File: src/rtl/unified_mem_arbiter_pkg.sv
// Shared types for the unified memory arbiter: FSM states, transaction owner
// and the default data-streak limit.
package mem_arb_pkg;

    typedef enum logic [1:0] {
        IDLE,
        ISSUE,
        WAIT_RESP
    } state_t;

    typedef enum logic {
        OWN_I,
        OWN_D
    } owner_t;

    localparam int MAX_DSTREAK_DEFAULT = 4;

endpackage

File: src/rtl/unified_mem_arbiter_if.sv
// Pipeline fetch/data ports and memory handshake bundled together; the
// arbiter uses the slave view, the pipeline/memory environment the master view.
interface unified_mem_arbiter_if #(
    parameter int AW = 32,
    parameter int DW = 32
);
    logic            if_req;
    logic [AW-1:0]   if_addr;
    logic            if_flush;
    logic [DW-1:0]   if_rdata;
    logic            if_valid;

    logic            d_req;
    logic            d_we;
    logic [AW-1:0]   d_addr;
    logic [DW-1:0]   d_wdata;
    logic [DW/8-1:0] d_be;
    logic [DW-1:0]   d_rdata;
    logic            d_valid;

    logic            mem_req;
    logic            mem_we;
    logic [AW-1:0]   mem_addr;
    logic [DW-1:0]   mem_wdata;
    logic [DW/8-1:0] mem_be;
    logic            mem_gnt;
    logic            mem_rvalid;
    logic [DW-1:0]   mem_rdata;

    logic            stall_if;
    logic            stall_mem;

    modport slave (
        input  if_req, if_addr, if_flush,
        output if_rdata, if_valid,
        input  d_req, d_we, d_addr, d_wdata, d_be,
        output d_rdata, d_valid,
        output mem_req, mem_we, mem_addr, mem_wdata, mem_be,
        input  mem_gnt, mem_rvalid, mem_rdata,
        output stall_if, stall_mem
    );

    modport master (
        output if_req, if_addr, if_flush,
        input  if_rdata, if_valid,
        output d_req, d_we, d_addr, d_wdata, d_be,
        input  d_rdata, d_valid,
        input  mem_req, mem_we, mem_addr, mem_wdata, mem_be,
        output mem_gnt, mem_rvalid, mem_rdata,
        input  stall_if, stall_mem
    );

endinterface

File: src/rtl/unified_mem_arbiter_req_latch.sv
// Holds the selected request's {we, addr, wdata, be} stable from arbitration
// until the memory grants it.
module arb_req_latch #(
    parameter int AW = 32,
    parameter int DW = 32
) (
    input  logic            clk,
    input  logic            reset,
    input  logic            load,
    input  logic            next_we,
    input  logic [AW-1:0]   next_addr,
    input  logic [DW-1:0]   next_wdata,
    input  logic [DW/8-1:0] next_be,
    output logic            we,
    output logic [AW-1:0]   addr,
    output logic [DW-1:0]   wdata,
    output logic [DW/8-1:0] be
);

    // NOTE: sequential state uses <= so every flop samples pre-edge values.
    always_ff @(posedge clk or posedge reset) begin
        if (reset) begin
            we    <= 1'b0;
            addr  <= '0;
            wdata <= '0;
            be    <= '0;
        end else if (load) begin
            we    <= next_we;
            addr  <= next_addr;
            wdata <= next_wdata;
            be    <= next_be;
        end
    end

endmodule

File: src/rtl/unified_mem_arbiter.sv
// Single-outstanding arbiter sharing one memory port between instruction
// fetch and the memory stage, with a bounded data-priority streak.
module unified_mem_arbiter
    import mem_arb_pkg::*;
#(
    parameter int AW          = 32,
    parameter int DW          = 32,
    parameter int MAX_DSTREAK = MAX_DSTREAK_DEFAULT
) (
    input logic                  clk,
    input logic                  reset,
    unified_mem_arbiter_if.slave bus
);

    localparam int SW = $clog2(MAX_DSTREAK + 1);
    localparam logic [SW-1:0] STREAK_MAX = SW'(MAX_DSTREAK);

    state_t          state, state_nx;
    owner_t          owner;
    logic            drop;
    logic [SW-1:0]   streak;
    logic            sel_d, sel_i, fire;

    logic            next_we;
    logic [AW-1:0]   next_addr;
    logic [DW-1:0]   next_wdata;
    logic [DW/8-1:0] next_be;

    // NOTE: every always_comb output gets a default first, so no path infers a latch.
    always_comb begin
        sel_d    = 1'b0;
        sel_i    = 1'b0;
        state_nx = state;
        unique case (state)
            IDLE: begin
                if (bus.d_req && (streak < STREAK_MAX || !bus.if_req)) begin
                    sel_d    = 1'b1;
                    state_nx = ISSUE;
                end else if (bus.if_req && !bus.if_flush) begin
                    sel_i    = 1'b1;
                    state_nx = ISSUE;
                end
            end
            ISSUE:     if (bus.mem_gnt)    state_nx = WAIT_RESP;
            WAIT_RESP: if (bus.mem_rvalid) state_nx = IDLE;
            default:                       state_nx = IDLE;
        endcase
    end

    always_comb begin
        next_we    = 1'b0;
        next_addr  = bus.if_addr;
        next_wdata = '0;
        next_be    = '0;
        if (sel_d) begin
            next_we    = bus.d_we;
            next_addr  = bus.d_addr;
            next_wdata = bus.d_wdata;
            next_be    = bus.d_be;
        end
    end

    always_ff @(posedge clk or posedge reset) begin
        if (reset) begin
            state  <= IDLE;
            owner  <= OWN_I;
            drop   <= 1'b0;
            streak <= '0;
        end else begin
            state <= state_nx;
            if (sel_d)      owner <= OWN_D;
            else if (sel_i) owner <= OWN_I;
            // A redirected fetch still has to drain from memory; only its pulse is hidden.
            if (state_nx == IDLE)
                drop <= 1'b0;
            else if (bus.if_flush && owner == OWN_I && state != IDLE)
                drop <= 1'b1;
            if (!bus.if_req || sel_i)
                streak <= '0;
            else if (sel_d && streak != STREAK_MAX)
                streak <= streak + 1'b1;
        end
    end

    arb_req_latch #(.AW(AW), .DW(DW)) u_req_latch (
        .clk       (clk),
        .reset     (reset),
        .load      (sel_d | sel_i),
        .next_we   (next_we),
        .next_addr (next_addr),
        .next_wdata(next_wdata),
        .next_be   (next_be),
        .we        (bus.mem_we),
        .addr      (bus.mem_addr),
        .wdata     (bus.mem_wdata),
        .be        (bus.mem_be)
    );

    assign fire         = (state == WAIT_RESP) && bus.mem_rvalid;
    assign bus.mem_req  = (state == ISSUE);
    assign bus.if_valid = fire && owner == OWN_I && !drop && !bus.if_flush;
    assign bus.d_valid  = fire && owner == OWN_D;
    assign bus.if_rdata = bus.if_valid ? bus.mem_rdata : '0;
    assign bus.d_rdata  = bus.d_valid  ? bus.mem_rdata : '0;
    assign bus.stall_if  = bus.if_req && !bus.if_valid;
    assign bus.stall_mem = bus.d_req  && !bus.d_valid;

endmodule

File: src/flat_wrapper.sv
// flat-port wrapper written by rule: the top's interface ports become plain ports
module unified_mem_arbiter_flat import mem_arb_pkg::*;
#(
    parameter int AW          = 32,
    parameter int DW          = 32,
    parameter int MAX_DSTREAK = MAX_DSTREAK_DEFAULT
)
  (clk, reset, bus_if_req, bus_if_addr, bus_if_flush, bus_if_rdata, bus_if_valid, bus_d_req, bus_d_we, bus_d_addr, bus_d_wdata, bus_d_be, bus_d_rdata, bus_d_valid, bus_mem_req, bus_mem_we, bus_mem_addr, bus_mem_wdata, bus_mem_be, bus_mem_gnt, bus_mem_rvalid, bus_mem_rdata, bus_stall_if, bus_stall_mem);
  unified_mem_arbiter_if #(.AW(AW), .DW(DW)) bus_i ();
  input logic clk;
  input logic reset;
  input wire logic [$bits(bus_i.if_req)-1:0] bus_if_req;
  input wire logic [$bits(bus_i.if_addr)-1:0] bus_if_addr;
  input wire logic [$bits(bus_i.if_flush)-1:0] bus_if_flush;
  output wire logic [$bits(bus_i.if_rdata)-1:0] bus_if_rdata;
  output wire logic [$bits(bus_i.if_valid)-1:0] bus_if_valid;
  input wire logic [$bits(bus_i.d_req)-1:0] bus_d_req;
  input wire logic [$bits(bus_i.d_we)-1:0] bus_d_we;
  input wire logic [$bits(bus_i.d_addr)-1:0] bus_d_addr;
  input wire logic [$bits(bus_i.d_wdata)-1:0] bus_d_wdata;
  input wire logic [$bits(bus_i.d_be)-1:0] bus_d_be;
  output wire logic [$bits(bus_i.d_rdata)-1:0] bus_d_rdata;
  output wire logic [$bits(bus_i.d_valid)-1:0] bus_d_valid;
  output wire logic [$bits(bus_i.mem_req)-1:0] bus_mem_req;
  output wire logic [$bits(bus_i.mem_we)-1:0] bus_mem_we;
  output wire logic [$bits(bus_i.mem_addr)-1:0] bus_mem_addr;
  output wire logic [$bits(bus_i.mem_wdata)-1:0] bus_mem_wdata;
  output wire logic [$bits(bus_i.mem_be)-1:0] bus_mem_be;
  input wire logic [$bits(bus_i.mem_gnt)-1:0] bus_mem_gnt;
  input wire logic [$bits(bus_i.mem_rvalid)-1:0] bus_mem_rvalid;
  input wire logic [$bits(bus_i.mem_rdata)-1:0] bus_mem_rdata;
  output wire logic [$bits(bus_i.stall_if)-1:0] bus_stall_if;
  output wire logic [$bits(bus_i.stall_mem)-1:0] bus_stall_mem;
  assign bus_i.if_req = bus_if_req;
  assign bus_i.if_addr = bus_if_addr;
  assign bus_i.if_flush = bus_if_flush;
  assign bus_if_rdata = bus_i.if_rdata;
  assign bus_if_valid = bus_i.if_valid;
  assign bus_i.d_req = bus_d_req;
  assign bus_i.d_we = bus_d_we;
  assign bus_i.d_addr = bus_d_addr;
  assign bus_i.d_wdata = bus_d_wdata;
  assign bus_i.d_be = bus_d_be;
  assign bus_d_rdata = bus_i.d_rdata;
  assign bus_d_valid = bus_i.d_valid;
  assign bus_mem_req = bus_i.mem_req;
  assign bus_mem_we = bus_i.mem_we;
  assign bus_mem_addr = bus_i.mem_addr;
  assign bus_mem_wdata = bus_i.mem_wdata;
  assign bus_mem_be = bus_i.mem_be;
  assign bus_i.mem_gnt = bus_mem_gnt;
  assign bus_i.mem_rvalid = bus_mem_rvalid;
  assign bus_i.mem_rdata = bus_mem_rdata;
  assign bus_stall_if = bus_i.stall_if;
  assign bus_stall_mem = bus_i.stall_mem;
  unified_mem_arbiter #(.AW(AW), .DW(DW), .MAX_DSTREAK(MAX_DSTREAK)) u_core (.clk(clk), .reset(reset), .bus(bus_i));
endmodule
File: config.mk
export PLATFORM = sky130hd
export DESIGN_NAME = unified_mem_arbiter_flat
export DESIGN_NICKNAME = d
export VERILOG_FILES = /design/src/rtl/unified_mem_arbiter_pkg.sv /design/src/rtl/unified_mem_arbiter_if.sv /design/src/rtl/unified_mem_arbiter_req_latch.sv /design/src/rtl/unified_mem_arbiter.sv /design/src/flat_wrapper.sv
export SDC_FILE = /design/constraint.sdc
export NUM_CORES = 1
export LEC_CHECK = 0
export BUFFER_PORTS_ARGS = -buffer_cell sky130_fd_sc_hd__buf_2
export CAP_MARGIN = 0
export CORE_ASPECT_RATIO = 1.2
export CORE_MARGIN = 8
export CORE_UTILIZATION = 43
export DETAILED_ROUTE_END_ITERATION = 8
export GPL_TIMING_DRIVEN = 0
export MAX_ROUTING_LAYER = met4
export PLACE_DENSITY = 0.9
export SLEW_MARGIN = 20
export SYNTH_ARGS = -nofsm -noshare
export SYNTH_HDL_FRONTEND = slang
export SYNTH_SLANG_ARGS = --single-unit
File: constraint.sdc
create_clock -name clk -period 3.8 [get_ports clk]
set_input_delay 0.19 -clock clk [delete_from_list [all_inputs] [get_ports clk]]
set_output_delay 0.19 -clock clk [all_outputs]
set_load 0.01 [all_outputs]
* Word-level counts from Yosys, hierarchy flattened
Cells that the tools add are included.
** Cells by class
- $add $sub $neg :: 1
- $mul :: 0
- Divide/modulo/power cells :: 0
- Order comparisons :: 1
- Eq/ne operators :: 3
- Shifts and indexed selects :: 0
- Mux-type cells :: 22
- Bitwise operators :: 2
- Reductions and logical operators :: 25
** Operators with widths (number)
- two-way mux 32 bit :: 4
- logical AND 1 bit :: 12
- two-way mux 1 bit :: 10
- two-way mux 2 bit :: 4
- nonzero test 2 bit :: 4
- two-way mux 3 bit :: 2
- one-hot mux 2 bit (3 select lines) :: 1
- zero test 1 bit :: 5
- zero test 2 bit :: 2
- two-way mux 4 bit :: 1
- adder 3 x 1 -> 3 bit, second input constant :: 1
- < comparator 3 bit, second input constant :: 1
- inequality test 3 bit, second input constant :: 1
- equality test 2 x 1 -> 1 bit, second input constant :: 1
- equality test 2 bit, second input constant :: 1
- logical OR 1 bit :: 2
- NOT 1 bit :: 1
- bitwise OR 1 bit :: 1
** Word-level totals
- Flip-flop bits (word level) :: 76
- Latch bits :: 0
- RAM bits :: 0
- Memory bits (read-only) :: 0
- Bits of input ports :: 140
- Output and inout bits :: 138
- Logic and storage cells :: 62
- Memories kept :: 0

* Depth between registers and ports, before layout
Gate-level depths: netlist of the first run.
- Depth in word-level cells :: 8
- Gate-level depth with buffers :: 5
- Gate-level depth less buffers :: 5

* By module
From an unflattened synthesis of the first run, not the netlist that was laid out.
** Unflattened totals
- Cells, all modules :: 347
- Area total of the unflattened synthesis :: 4162.7 um^2
** By module, submodules not included
- arb_req_latch :: times used 1, cells each 147, area an instance 2607.5 um^2, sequential area each 1726.7 um^2
- unified_mem_arbiter :: times used 1, cells each 200, area an instance 1555.2 um^2, sequential area each 175.2 um^2

* Worst setup path after synthesis of the first run
No wires, ideal clock.
- Path kind :: reg-to-output
- Start :: register u_core.state[0]
- End :: output port bus_if_rdata[22]
- Data arrival time :: 1451 ps
- Required time :: 3610 ps
- Slack :: 2159 ps
- Stages on the path, launching flop included :: 6
- Buffers on the path :: 2
- Path through :: dfrtp_1 -> buf_2 -> nand3b_1 -> nor4_4 -> clkbuf_1 -> and2_1
** Between the ends
- Cells in the longest elaborated chain, start to end :: 6
** RTL lines
- start: declaration :: line unified_mem_arbiter.sv:18 : state_t state, state_nx;
- start signal: assignment :: line unified_mem_arbiter.sv:70 : state <= state_nx;
- equality test 2 bit :: line unified_mem_arbiter.sv:99 : assign fire = (state == WAIT_RESP) && bus.mem_rvalid;
- logical AND 1 bit :: line unified_mem_arbiter.sv:99
- logical AND 1 bit (3 in a row) :: line unified_mem_arbiter.sv:101 : assign bus.if_valid = fire && owner == OWN_I && !drop && !bus.if_flush;
- net bus_if_valid :: line flat_wrapper.sv:16 : output wire logic [$bits(bus_i.if_valid)-1:0] bus_if_valid;
- two-way mux 32 bit :: line unified_mem_arbiter.sv:103 : assign bus.if_rdata = bus.if_valid ? bus.mem_rdata : '0;
- end: declaration :: line flat_wrapper.sv:15 : output wire logic [$bits(bus_i.if_rdata)-1:0] bus_if_rdata;
The timed path passes the listed nets, and every way through them passes these cells.

* Worst setup path after layout of the first run
- Start :: register u_core.state[0]
- End :: output port bus_d_rdata[15]
** Between the ends
- Cells in the longest elaborated chain, start to end :: 4
** RTL lines
- equality test 2 bit :: line unified_mem_arbiter.sv:99
- logical AND 1 bit :: line unified_mem_arbiter.sv:99
- logical AND 1 bit :: line unified_mem_arbiter.sv:102 : assign bus.d_valid = fire && owner == OWN_D;
- two-way mux 32 bit :: line unified_mem_arbiter.sv:104 : assign bus.d_rdata = bus.d_valid ? bus.mem_rdata : '0;
- end: declaration :: line flat_wrapper.sv:22 : output wire logic [$bits(bus_i.d_rdata)-1:0] bus_d_rdata;
Every way passes these cells.

==> flow_summary.yaml, run 1 <==
logic_synthesis:
  synthesis.area_sq_mm: 0.003675
  yosys_warnings: 0
  synth_edf_count: 0
  avgSynthCellArea_sq_um: 11.10
  syn_inst: 331
  synthFlopType: "dfrtp_1"
  syn_nets: 473
  synth-seq-cells: 76
  synth_cell_types: 32
  ys_seq_area_frac: 0.5175
  synthArstFlopShare: 1.000
clock_network:
  clkTransAtPathRegs_ps: 70
  cts_made_buffers: 9
  clockBufferDepth: 2
  cts_tree: "done"
  ctsResizeCount: 0
  htreeDepth: 3
  root_buffer: "clkbuf_8"
  clock_latency_ps: 350
  cts.sinks: 76
job:
  maxCapViolCount: 0
routing:
  first_pass_iters: 6
  ant_nets: 0
  num_vias: 3846
  drc: 0
  drtIter0Drc: 194
  wl_met2_um: 7658
  met1Wirelength_um: 5290
  vias_per_cell: 5.121
  wl_per_cell_um: 19.99
  wl_met3_um: 1652
  drt-total-wl_um: 15020
  highest_layer: "met4"
critical_path:
  r2r_end: "u_core.streak[1]"
  cp-startpoint: "u_core.state[0]"
  critPathRequiredTime_ps: 3610
  cp_max_fo: 10
  r2r_slack_ps: 1960
  cp_num_cells: 6
  path_delay_family: "simple AND/OR/NAND/NOR gates"
  cp-start-kind: "flip-flop"
  slowest_delay_ps: 370
  critical_path.endpoint_type: "output port"
  path_cells: "buf_2 -> nand3b_1 -> nor2_1 -> clkbuf_1 -> and2_1 -> buf_2"
  arrival_ps: 2070
  path_class: "flip-flop to output port"
  cp_common_cell: "buf_2"
  worst_r2r_path_depth: 5
  crit_buf_inv: 3
  reg2reg_from: "u_core.state[1]"
  critical-path-slowest-cell: "dfrtp_1"
  critPathCapture: "bus_d_rdata[15]"
timing:
  worst_pin_slew_ps: 685.1
  setup_viol: 0
  setup_tns_ps: 0
  rsz0062_at_grt: "no"
  period_share: 0.5957
  whs_ps: 60.15
  fin_skew_ps: 7.665
  relSlewSlack: 0.5433
  hold_violations: 0
  fin_crit_ps: 2264
  drv_slew: 0
  clock.fmax_mhz: 441.8
layout:
  drive_gt1_frac: 0.5064
  final_common_cell: "buf_2"
  layout_common_cells: "buf_2 (285), dfrtp_1 (76), and2_1 (64), a22o_1 (38), o21ai_0 (22)"
  area_growth_pct: 48.31
  nets: 762
  utilization: 0.6469
  finish.instance_area_sq_mm: 0.005450
power_and_ir_drop:
  peakVddDrop_v: 0.0004233
  p_leak_uw: 0.003077
  powerDensity_mw_per_mm2: 666.0
global_routing:
  grt_max_degree: 43
  grt_overflow: 0
  grt_antenna_before_repair: 9
  gr-usage-all-layers: 0.2529
  grt_pass1_vias: 4182
  grt_pass1_wl_um: 21850
status:
  status: "complete, no violations"
floorplan:
  initial_utilization: 0.4361
  rows: 37
  die_w_um: 100.4
  dieArea_sq_mm: 0.01177
  ios: 278
  fp.dieH_um: 117.3
  coreArea_sq_mm: 0.008426
place:
  dpl_cell_area_sq_mm: 0.005225
  gp_congestion: 0.8958
  port_buffers: 276
  hpwlAfterDp_um: 12330
hold_path:
  hold_path.class: "primary input to flip-flop"
-- power by group --
group	internal (uW)	leakage, uW	switching [uW]
sequential	1170	0.000949	214
combinational	735	0.00203	900
clock	314	0.0000980	292
-- registers in the layout (all words and copies together), names as in the netlist --
| signal | cells |
|---|---|
| u_core.u_req_latch.wdata | 32 |
| u_core.streak | 3 |
| u_core.state | 2 |
| u_core.u_req_latch.addr | 32 |
| u_core.u_req_latch.we | 1 |
| u_core.u_req_latch.be | 4 |
| u_core.owner | 1 |
| u_core.drop | 1 |
-- per-layer routing --
metal | global-route usage | vias to the layer above
li1 | - | 1778
met1 | 0.2441 | 1822
met2 | 0.4332 | 218
met3 | 0.1036 | 28
met4 | 0.1232 | 0
met5 | - | -
-- Yosys cell counts (3+ instances only) --
master | instances | area [sq um]
clkbuf_1 | 13 | 48.80
a22o_1 | 38 | 332.8
o21ai_0 | 22 | 110.1
buf_2 | 9 | 45.04
a221o_1 | 14 | 140.1
nor2_1 | 4 | 15.01
buf_4 | 7 | 52.55
and2_1 | 64 | 400.4
nand3_1 | 20 | 100.1
inv_1 | 5 | 18.77
dfrtp_1 | 76 | 1902
nor2b_1 | 3 | 18.77
a21oi_1 | 3 | 15.01
mux2i_1 | 18 | 180.2
and3_1 | 14 | 87.58
-- logic make-up after synthesis --
| family | after synthesis | synth area share |
|---|---|---|
| multiplexers | 18 | 0.04903 |
| buffers and inverters | 34 | 0.04494 |
| AND/OR/NAND/NOR | 115 | 0.1978 |
| AO/OA/AOI/OAI | 86 | 0.1839 |
| flip-flops | 76 | 0.5175 |
| adder cells (fa/ha/maj) | 2 | 0.006809 |
-- what timing repair did --
action	in CTS	in global routing
endpoints found under the hold margin	34	0
setup buffers	0	0
hold buffers	1	0
setup endpoints to repair	0	0
-- worst min path at each step --
| stage | depth (start not counted) | startpoint | to |
|---|---|---|---|
| after CTS | 2 | bus_mem_gnt | u_core.state[0] |
| after global placement | 2 | bus_mem_gnt | u_core.state[0] |
| after floorplan | 1 | bus_mem_gnt | u_core.state[0] |
| final | 2 | bus_d_wdata[2] | u_core.u_req_latch.wdata[2] |
| after global routing | 2 | bus_d_wdata[13] | u_core.u_req_latch.wdata[13] |
| after detailed placement | 2 | reset | u_core.u_req_latch.wdata[26] |
-- stage by stage --
step / power, uW / std cells / setup slack, ps
after floorplan: 2287 / 331 / 1672
after global routing: 3850 / 750 / 1306
final: 3630 / 751 / 1536
after global placement: 2953 / 724 / 913.7
after detailed placement: 3039 / 725 / 1882
after CTS: 3653 / 741 / 1489
-- worst register-to-register path, cell delays in order, from the launching register on --
cell and delay, ps:
dfrtp_1 360, buf_2 180, nor3b_1 340, clkbuf_1 570, nand3_1 140, a21oi_1 170
-- final cells by class --
class	instances	area [sq um]
well taps	117	146.4
fillers	721	2975
multi-input cells	221	1608
clock buffers	10	137.6
diodes	10	25.02
plain buffers	29	146.4
repair buffers	278	1411
inverters	5	21.27
clock inverters	5	52.55
flip-flops and latches	76	1902
(Power assumes the default switching activity.)
==> run 2: changes to the inputs <==
- CORE_UTILIZATION: 43 -> 36
- PLACE_DENSITY: 0.9 -> 0.81
- clock period: 3.8 -> 1.85 ns (I/O delays scaled with it)
==> flow_summary.yaml, run 2 (synthesized netlist as in run 1, its figures left out) <==
clock_network:
  cts_made_buffers: 9
  clkTransAtPathRegs_ps: 60
  clockBufferDepth: 2
  clock_latency_ps: 330
  cts_tree: "done"
  root_buffer: "clkbuf_16"
  htreeDepth: 3
  cts.sinks: 76
timing:
  worst_slack_ps: 42.81
  drv_slew: 0
  clock.fmax_mhz: 553.3
  setup_tns_ps: 0
  setup_viol: 0
  relSlewSlack: 0.7049
  period_share: 0.9769
  hold_violations: 0
  rsz0062_at_grt: "yes"
  fin_crit_ps: 1807
  fin_skew_ps: 4.342
  worst_pin_slew_ps: 442.6
layout:
  drive_gt1_frac: 0.4869
  nFillCells: 818
  multi_input_area_sq_mm: 0.001615
  ff_latch_area_sq_mm: 0.001903
  final_common_cell: "buf_2"
  area_growth_pct: 70.72
  final-instance-count-excl-fill: 814
  layout_common_cells: "buf_2 (282), dfrtp_1 (75), and2_1 (64), dlygate4sd3_1 (56), a22o_1 (38)"
  top_regs: "u_core.u_req_latch.addr (32), u_core.u_req_latch.wdata (32), u_core.u_req_latch.be (4)"
  nets: 824
floorplan:
  fp.dieH_um: 126.7
  rows: 40
  die_w_um: 108.2
  coreArea_sq_mm: 0.009960
  initial_utilization: 0.3690
  ios: 278
  dieArea_sq_mm: 0.01371
routing:
  first_pass_iters: 4
  drtIter0Drc: 191
  ant_nets: 0
  drt-total-wl_um: 14950
  drc: 0
  wl_per_cell_um: 18.37
  vias_per_cell: 5.071
  num_vias: 4128
job:
  maxCapViolCount: 0
critical_path:
  critPathRequiredTime_ps: 1760
  critical_path.endpoint_type: "output port"
  cp_max_fo: 10
  path_class: "flip-flop to output port"
  crit_buf_inv: 3
  cp-start-kind: "flip-flop"
  path_delay_family: "buffers and inverters"
  slowest_delay_ps: 390
  path_cells: "nand3b_1 -> buf_4 -> nor2_4 -> clkbuf_4 -> and2_1 -> buf_2"
  arrival_ps: 1710
  critical-path-slowest-cell: "dfrtp_2"
  r2r_end: "u_core.u_req_latch.addr[17]"
  worst_r2r_path_depth: 5
  reg2reg_from: "u_core.state[0]"
  r2r_slack_ps: 80
power_and_ir_drop:
  clockPowerShare: 0.234
  netSwitchingPower_uw: 2970
  power_frac_seq: 0.342
  p_sw_frac: 0.3559
  powerDensity_mw_per_mm2: 1330
  peakVddDrop_v: 0.0008817
  combPwrFrac: 0.424
  intPower_uw: 5375
  p_leak_uw: 0.003450
place:
  gp_congestion: 0.8124
  place_inst: 735
  port_buffers: 276
  hpwlAfterDp_um: 10970
  dp_slack_ps: 18.51
status:
  status: "complete, no violations"
hold_path:
  min_from: "bus_d_wdata[16]"
  hold_path_depth: 2
  min_to: "u_core.u_req_latch.wdata[16]"
  hold_path.class: "primary input to flip-flop"
global_routing:
  gr-usage-all-layers: 0.2166
  grt_antenna_before_repair: 2
  grt_pass1_vias: 4353
  grt_overflow: 0
  grt_max_degree: 35
  grt_pass1_wl_um: 22630
run 2: through the flow:
step	power [uW]	hold slack, ps	area [sq um]	util
after floorplan	4698	200.1	3679	-
after global placement	6052	296.8	5218	0.5239
after detailed placement	6176	75.06	5258	0.5279
after CTS	8335	0.6360	6228	0.6254
after global routing	8836	5.429	6274	0.6299
final	8345	8.723	6274	0.6299
run 2: timing repair:
item / CTS / global route
pin swaps: 3 / 1
resized for setup: 15 / 17
hold buffers: 56 / 0
endpoints found under the hold margin: 66 / 0
buffers inserted: 5 / 2
endpoints found under the setup margin: 63 / 96
run 2: power groups by stage:
stage	clock network (uW)	registers, uW	logic (uW)
after floorplan	0	3150	1550
after global placement	0	2810	3240
after detailed placement	0	2820	3350
after CTS	1980	2840	3510
after global routing	2050	2940	3850
final	1950	2860	3540
run 2: worst max path at each step:
stage	from	endpoint	slack, ps	cells after the start
2_1_floorplan	u_core.state[0]	bus_if_rdata[22]	310	5
3_3_place_gp	u_core.state[0]	bus_d_rdata[11]	40	6
3_5_place_dp	u_core.state[0]	bus_d_rdata[11]	20	6
4_1_cts	u_core.state[0]	bus_if_rdata[2]	-20	6
5_1_grt	u_core.state[0]	bus_d_rdata[27]	-80	6
6_report	u_core.state[0]	bus_d_rdata[25]	40	6
run 2: worst register-to-register path: cells and delay by family, from the launching register on:
family / cells / cell delay (ps)
flip-flops: 1 / 390
buffers and inverters: 2 / 440
AND/OR/NAND/NOR: 1 / 400
AO/OA/AOI/OAI: 2 / 400
run 2: layout make-up:
type                            count  area share
Timing Repair Buffer              341      0.3243
Tap cell                          126     0.02513
Antenna cell                        2   0.0007978
Clock inverter                      3     0.01097
Multi-Input combinational cell    221      0.2575
Inverter                            5    0.003590
Buffer                             28     0.03191
Sequential cell                    76      0.3034
Clock buffer                       12     0.04248
run 2: routing by layer:
layer | wire (um) | vias up | GRT usage
met5 | 0 | - | -
met4 | 497 | 0 | 0.09329
met3 | 1486 | 38 | 0.05572
met2 | 7703 | 241 | 0.3763
met1 | 5264 | 1954 | 0.2241
li1 | - | 1895 | -
==> run 3: changes to the inputs <==
- CORE_ASPECT_RATIO: 1.2 -> not set
- CORE_UTILIZATION: 36 -> 37
- CTS_BUF_LIST: not set -> sky130_fd_sc_hd__clkbuf_2
- PLACE_DENSITY: 0.81 -> 0.83
==> flow_summary.yaml, run 3 (synthesized netlist as in run 1, its figures left out) <==
status:
  status: "finished with violations"
  violations: "negative setup slack"
floorplan:
  die_w_um: 115.7
  initial_utilization: 0.3777
  fp.dieH_um: 115.7
  dieArea_sq_mm: 0.01338
  ios: 278
  coreArea_sq_mm: 0.009729
  rows: 36
global_routing:
  grt_overflow: 0
  grt_pass1_vias: 5009
  grt_antenna_before_repair: 1
  grt_use_met2: 0.4659
  grt_max_degree: 35
  use_met1: 0.2714
  gr-usage-all-layers: 0.2669
  grt_util_met3: 0.07869
  grt_pass1_wl_um: 27100
  busiest_layer: "met2"
place:
  place_inst: 742
  dpl_cell_area_sq_mm: 0.005266
  port_buffers: 276
  gp_congestion: 0.9382
  dp_slack_ps: -46.84
  hpwlAfterDp_um: 11310
hold_path:
  min_from: "bus_d_req"
  hold_path.class: "primary input to flip-flop"
layout:
  finish.instance_area_sq_mm: 0.007282
  final-instance-count-excl-fill: 882
  drive_gt1_frac: 0.5462
  top_regs: "u_core.u_req_latch.addr (32), u_core.u_req_latch.wdata (32), u_core.u_req_latch.be (4)"
  utilization: 0.7485
  layout_common_cells: "buf_2 (216), dlygate4sd3_1 (105), buf_6 (75), dfrtp_1 (75), and2_4 (62)"
  nets: 884
  final_common_cell: "buf_2"
  area_growth_pct: 98.16
clock_network:
  root_buffer: "clkbuf_2"
  clock_latency_ps: 540
  cts.sinks: 76
  cts_tree: "done"
  clockBufferDepth: 2
  htreeDepth: 3
  clkTransAtPathRegs_ps: 240
  cts_made_buffers: 9
critical_path:
  critical_path.endpoint_type: "output port"
  critPathRequiredTime_ps: 1760
  cp-startpoint: "u_core.state[0]"
  arrival_ps: 2000
  reg2reg_from: "u_core.state[1]"
  cp-start-kind: "flip-flop"
  cp_max_fo: 5
  path_class: "flip-flop to output port"
routing:
  vias_per_cell: 5.228
  drc: 0
  first_pass_iters: 6
  drtIter0Drc: 370
  drt-total-wl_um: 19170
  ant_nets: 0
  num_vias: 4611
  wl_per_cell_um: 21.73
timing:
  drv_slew: 0
  rsz0062_at_grt: "yes"
  period_share: 1.129
  worst_pin_slew_ps: 462.6
  hold_violations: 0
  fin_crit_ps: 2089
  worst_slack_ps: -239.2
  fin_skew_ps: 32.14
  setup_viol: 68
  clock.fmax_mhz: 478.6
  relSlewSlack: 0.6908
power_and_ir_drop:
  powerDensity_mw_per_mm2: 1072
  total_power_uw: 7808
  peakVddDrop_v: 0.0007299
  p_leak_uw: 0.003761
job:
  maxCapViolCount: 0
==> run 3: where the power goes <==
part | switching, uW | total, uW | internal (uW)
clock | 704 | 918 | 214
sequential | 464 | 2870 | 2400
combinational | 2070 | 4020 | 1950
total | 3240 | 7810 | 4570
==> run 3: timing repair <==
action / CTS / global route
setup endpoints to repair: 68 / 124
hold buffers: 104 / 1
setup buffers: 8 / 5
pin swaps: 62 / 7
gates resized for setup: 104 / 83
cloned: 6 / 0
hold endpoints to repair: 147 / 3
==> run 3: cell type report <==
cell class,count,area (sq um)
well taps,133,166.4
repair buffers,402,3083
diodes,2,5.005
plain buffers,27,216.5
clock inverters,7,70.07
flip-flops and latches,76,1903
inverters,5,22.52
multi-input cells,221,1770
fillers,625,2447
clock buffers,9,45.04
==> run 3: metal layers <==
| layer | vias up | wire length (um) |
|---|---|---|
| met4 | 0 | 811 |
| met3 | 85 | 1715 |
| li1 | 2021 | - |
| met2 | 326 | 10100 |
| met1 | 2179 | 6543 |
| met5 | - | 0 |
==> run 3: path summary, 6_finish.rpt <==
check | endpoint | slack [ps] | depth (start not counted)
min reg2reg | u_core.u_req_latch.wdata[10] | 530 | 1
min | u_core.streak[0] | 40 | 4
max in group asynchronous | u_core.drop | 1290 | 4
max reg2reg | u_core.u_req_latch.addr[30] | 60 | 5
min in group asynchronous | u_core.u_req_latch.wdata[11] | 70 | 3
max | bus_d_rdata[26] | -240 | 7
==> run 3: critical path, cell delays in order, from the launching register on <==
cell      delay, ps
dfrtp_2         460
nand3b_1        230
buf_4           180
nor2_4           90
buf_6           130
buf_6           130
and2_4          160
buf_6           100
==> run 3: per-stage QoR <==
| step | hold slack [ps] | setup TNS [ps] |
|---|---|---|
| CTS | 1.927 | -18240 |
| global placement | 302.5 | 0 |
| global route | 7.925 | -23090 |
| floorplan | 200.1 | 0 |
| detailed placement | 74.88 | -647.4 |
| finish | 43.63 | -12980 |
